## src/rtl/ifu_fetch.sv

```systemverilog
// ifu_fetch: PC register, next-PC select and IF/ID capture for the 5-stage MIPS pipeline.
// Optional FETCH_RANGE_CHK_EN: out-of-window fetches capture a nop and set a sticky fetch_err.
module ifu_fetch #(
   parameter logic [31:0] PC_RESET = 32'h0000_3000,
   parameter logic [31:0] IM_BASE  = 32'h0000_3000,
   parameter int unsigned IM_AW    = 8
) (
   input  logic             clk,
   input  logic             reset,
   input  logic             stall,
   input  logic [1:0]       npc_sel,
   input  logic [15:0]      imm16,
   input  logic [25:0]      instr_index,
   input  logic [31:0]      jr_target,
   output logic [IM_AW-1:0] im_addr,
   input  logic [31:0]      im_dout,
   output logic [31:0]      pc,
   output logic [31:0]      id_instr,
   output logic [31:0]      id_pc4,
   output logic             id_valid,
   output logic             fetch_err
);

   localparam int unsigned XLEN     = 32;
   localparam int unsigned WORD_LSB = 2;
   localparam logic [1:0]  SEL_SEQ  = 2'b00;
   localparam logic [1:0]  SEL_BR   = 2'b01;
   localparam logic [1:0]  SEL_J    = 2'b10;
   localparam logic [1:0]  SEL_JR   = 2'b11;

   logic [XLEN-1:0] pc_off;
   logic [XLEN-1:0] pc4;
   logic [XLEN-1:0] br_off;
   logic [XLEN-1:0] npc;
   logic [XLEN-1:0] fetch_word;
   logic            unused_bits;

   // IM word address: offset from the IM base, truncated so out-of-window PCs alias.
   assign pc_off  = pc - IM_BASE;
   assign im_addr = pc_off[IM_AW+WORD_LSB-1:WORD_LSB];
   assign pc4     = pc + XLEN'(4);
   assign br_off  = {{14{imm16[15]}}, imm16, 2'b00};

   // Branch and jump targets are relative to the control instruction sitting in ID.
   always_comb begin
      npc = pc4;
      unique case (npc_sel)
         SEL_SEQ: npc = pc4;
         SEL_BR:  npc = id_pc4 + br_off;
         SEL_J:   npc = {id_pc4[31:28], instr_index, 2'b00};
         SEL_JR:  npc = {jr_target[31:2], 2'b00};
         default: npc = pc4;
      endcase
   end

`ifdef FETCH_RANGE_CHK_EN
   logic in_window;

   // pc_off wraps huge when pc < IM_BASE, so one upper-bits test covers both bounds.
   assign in_window   = (pc_off[XLEN-1:IM_AW+WORD_LSB] == '0);
   assign fetch_word  = in_window ? im_dout : '0;
   assign unused_bits = ^{pc_off[WORD_LSB-1:0], jr_target[1:0]};

   always_ff @(posedge clk) begin
      if (reset) begin
         fetch_err <= 1'b0;
      end else if (!stall && !in_window) begin
         fetch_err <= 1'b1;
      end
   end
`else
   assign fetch_word  = im_dout;
   assign fetch_err   = 1'b0;
   assign unused_bits = ^{pc_off[XLEN-1:IM_AW+WORD_LSB], pc_off[WORD_LSB-1:0], jr_target[1:0]};
`endif

   // PC and IF/ID advance together; the delay-slot fetch always enters IF/ID.
   always_ff @(posedge clk) begin
      if (reset) begin
         pc       <= PC_RESET;
         id_instr <= '0;
         id_pc4   <= '0;
         id_valid <= 1'b0;
      end else if (!stall) begin
         pc       <= npc;
         id_instr <= fetch_word;
         id_pc4   <= pc4;
         id_valid <= 1'b1;
      end
   end

endmodule

```

## config.mk

```make
export PLATFORM = sky130hd
export DESIGN_NAME = ifu_fetch
export DESIGN_NICKNAME = d
export VERILOG_FILES = /design/src/rtl/ifu_fetch.sv
export SDC_FILE = /design/constraint.sdc
export NUM_CORES = 1
export LEC_CHECK = 0
export BUFFER_PORTS_ARGS = -buffer_cell sky130_fd_sc_hd__buf_4
export CELL_PAD_IN_SITES_DETAIL_PLACEMENT = 0
export CELL_PAD_IN_SITES_GLOBAL_PLACEMENT = 1
export CORE_ASPECT_RATIO = 1.25
export CORE_MARGIN = 2
export CORE_UTILIZATION = 39
export CTS_CLUSTER_DIAMETER = 120
export DETAILED_ROUTE_END_ITERATION = 10
export PLACE_DENSITY = 0.95
export SLEW_MARGIN = 5
export SYNTH_ARGS = -nofsm -noshare
export SYNTH_HDL_FRONTEND = slang
export SYNTH_SLANG_ARGS = --single-unit
export TNS_END_PERCENT = 100
```

## constraint.sdc

```tcl
create_clock -name clk -period 7.9 [get_ports clk]
set_input_delay 0.395 -clock clk [delete_from_list [all_inputs] [get_ports clk]]
set_output_delay 0.395 -clock clk [all_outputs]
set_load 0.005 [all_outputs]
```

==> reports/metrics.yaml <==
floorplan:
  fp-row-count: 52
  die_area_um2: 17660
  initial_core_util_pct: 39.97
  io_pins: 217
  core-area_um2: 16200
  die_w_um: 119.2
  chipHeight_um: 148.1
critical_path:
  cpMostUsedCell: "a21oi_1"
  crit_chain: "ha_1 > fa_1 > a211o_1 > o2111ai_1 > a21oi_1 > or2_2 > a31oi_1 > a21oi_1 > xnor2_1 > a2111oi_0"
  critPathMaxStageDelay_ps: 440
  end_kind: "flop"
  critPathKind: "reg -> reg"
  r2r_setup_slack_ps: 4890
  cp_slowest_cell: "fa_1"
  required_ps: 8140
  path_max_fanout: 3
  cp-start-kind: "flop"
  arrival_ps: 3250
routing:
  viasPerCell: 5.413
  drc: 0
  drt_pre_antenna_iters: 5
  drt_wl_total_mm: 20.68
  wire_per_inst_um: 16.89
  postRouteAntennaNets: 0
  first_iter_violations: 505
  via_count: 6626
pwr:
  combPwrFrac_pct: 23.7
  switching_share_pct: 30.55
  power.share.clock_pct: 34.8
  p_leak_nw: 3.807
  ir_worst_vdd_v: 0.00009167
  total_power_mw: 1.348
  p_int_mw: 0.9363
  p_sw_mw: 0.4119
  cellPowerDensity_nw_per_um2: 159.5
  p_seq_share_pct: 41.5
grt:
  gr-usage-met1_pct: 28.97
  top_usage_layer: "met2"
  grt_max_degree: 73
  grt_pass1_wl_mm: 32.55
  grt.overflow.total: 0
  use_met2_pct: 39.91
  met3_usage_pct: 3.451
  grt_pass1_vias: 6232
  track_usage_pct: 22.91
  grt_antenna_before_repair: 0
flow_run:
  cap_viol_max_count: 0
sta:
  setup_viol_count_final: 0
  maxSlewViolCount: 0
  fin_crit_ps: 3012
  worstMarginPinSlew_ps: 949.2
  fin_crit_sh_pct: 38.12
  setup_slack_ps: 4888
  slew_headroom_pct: 36.33
  fmax_ghz: 0.3320
  finalSetupTns_ps: 0
  rsz0062_at_grt: "no"
  hold_violations: 0
  finalClockSkew_ps: 8.818
synthesis:
  synth_top_cell_area_share_pct: 29.99
  synth_edf_count: 0
  syn_inst: 828
  synthTopCellsByArea: "dfxtp_1 30%, mux2i_1 8.5%, nor2_1 8.0%, a21oi_1 7.0%, ha_1 5.8%"
  synthArstFlopShare_pct: 0
  yosys.area.top_type: "dfxtp_1"
  syn_nets: 970
  ys_seq_area_share_pct: 29.99
  synthFlopType: "dfxtp_1"
  netlist_area_um2: 6475
  syn_avg_cell_area_um2: 7.820
  yosysUniqueCellTypes: 71
  yosysWarnings: 0
  ys_ff_latch: 97
clock_tree:
  htree_num_levels: 3
  clock_latency_ps: 350
  cts.sinks: 97
  postCtsResizedCells: 0
  cts_tree: "built"
  clkTransAtPathRegs_ps: 80
  clockRootBuffer: "clkbuf_16"
  clockBufferDepth: 2
  cts_hold_buffers: 0
  cts_buffers: 9
  postCtsSetupBuffers: 0
layout:
  final_common_cell: "buf_4"
  fin_nets: 1145
  mostFrequentLayoutCells: "217 x buf_4, 137 x nor2_1, 97 x dfxtp_1"
  ff_latch_area_um2: 1942
  drive_gt1_share_pct: 25.40
  syn_to_final_growth_pct: 30.53
  multiInputGateArea_um2: 4248
  final_core_util_pct: 52.17
  n_antenna_cell: 0
  n_fill_cell: 1597
min_path:
  hp-class: "in -> reg"
placement:
  globalplace.congestion: 0.8957
  hpwl_mm: 15.00
  place_ws_ps: 4704
  port_buffers: 213
outcome:
  status: "finished clean"
-- logic make-up (layout without fill, tap and decap cells) --
family                   Yosys count  count (layout)  share of synthesized area (%)
XOR/XNOR                          47              47                          6.357
buffers and inverters             65             245                          4.444
other                              1               1                        0.05792
AND/OR/NAND/NOR                  309             309                          21.82
AO/OA/AOI/OAI                    217             217                          20.99
multiplexers                      61              61                          10.24
flip-flops                        97              97                          29.99
adder cells (fa/ha/maj)           31              31                          6.106
-- path summary, 6_finish.rpt --
check	from	endpoint	depth (start not counted)
setup / recovery	id_pc4[2]	pc[20]	10
hold / removal	im_dout[1]	id_instr[1]	3
setup reg to reg	id_pc4[2]	pc[20]	10
hold reg to reg	id_valid	id_valid	2
-- metal layers --
metal / part of all wire (%) / vias up
met5: 0 / -
met4: 2.3 / 0
met3: 4.7 / 30
met2: 50 / 185
met1: 43 / 3095
li1: - / 3316
-- metrics by stage --
step | hold WS (ps) | cells | cell area [µm²]
finish | 272.6 | 1224 | 8452
global route | 267.4 | 1224 | 8452
CTS | 265.2 | 1224 | 8452
detailed placement | 444.7 | 1208 | 8134
global placement | 438.6 | 1208 | 8134
floorplan | 446.6 | 828 | 6475
-- sequential cells by signal (all words and copies together) (netlist names) --
name	cells
id_instr	32
id_pc4	32
id_valid	1
pc	32
-- layout make-up --
type / count / area share [%]
multi-input combinational: 666 / 50.26
tap: 216 / 3.198
clock buffer: 9 / 2.665
inverter: 12 / 0.5329
clock inverter: 7 / 1.095
sequential: 97 / 22.98
timing repair buffer: 217 / 19.27
-- cells in the mapped netlist (3+ instances only) --
| library cell | number |
|---|---|
| nor2_1 | 138 |
| dfxtp_1 | 97 |
| a21oi_1 | 91 |
| nand2_1 | 75 |
| mux2i_1 | 55 |
| o21ai_0 | 37 |
| ha_1 | 30 |
| clkbuf_1 | 26 |
| nand3_1 | 25 |
| xnor2_1 | 25 |
| xor2_1 | 22 |
| a211oi_1 | 15 |
| a31oi_1 | 15 |
| buf_1 | 14 |
| and3_1 | 12 |
| buf_4 | 11 |
| inv_1 | 11 |
| nor3_1 | 11 |
| nand2b_1 | 8 |
| o21a_1 | 7 |
| a21o_1 | 5 |
| and4_1 | 5 |
| nand4_1 | 5 |
| nor2b_1 | 5 |
| nor4_1 | 5 |
| o221ai_1 | 5 |
| a32oi_1 | 4 |
| mux4_2 | 4 |
| o21bai_1 | 4 |
| or2_2 | 4 |
| or3_1 | 4 |
| a2111oi_0 | 3 |
| a221oi_1 | 3 |
-- power by group through the flow --
stage	Clock [mW]	Combinational, mW	Sequential [mW]
finish	0.469	0.320	0.559
global route	0.498	0.352	0.564
CTS	0.478	0.321	0.558
detailed placement	0	0.319	0.570
global placement	0	0.315	0.569
floorplan	0	0.186	0.562
-- critical path: cells and delay by family (launching register included) --
| kind | cells | cell delay [ps] |
|---|---|---|
| compound gates | 6 | 1410 |
| xor+xnor | 1 | 140 |
| fa+ha+maj | 2 | 670 |
| flops | 1 | 340 |
| simple gates | 1 | 340 |
Note: power is estimated with default switching activity, not from simulation.
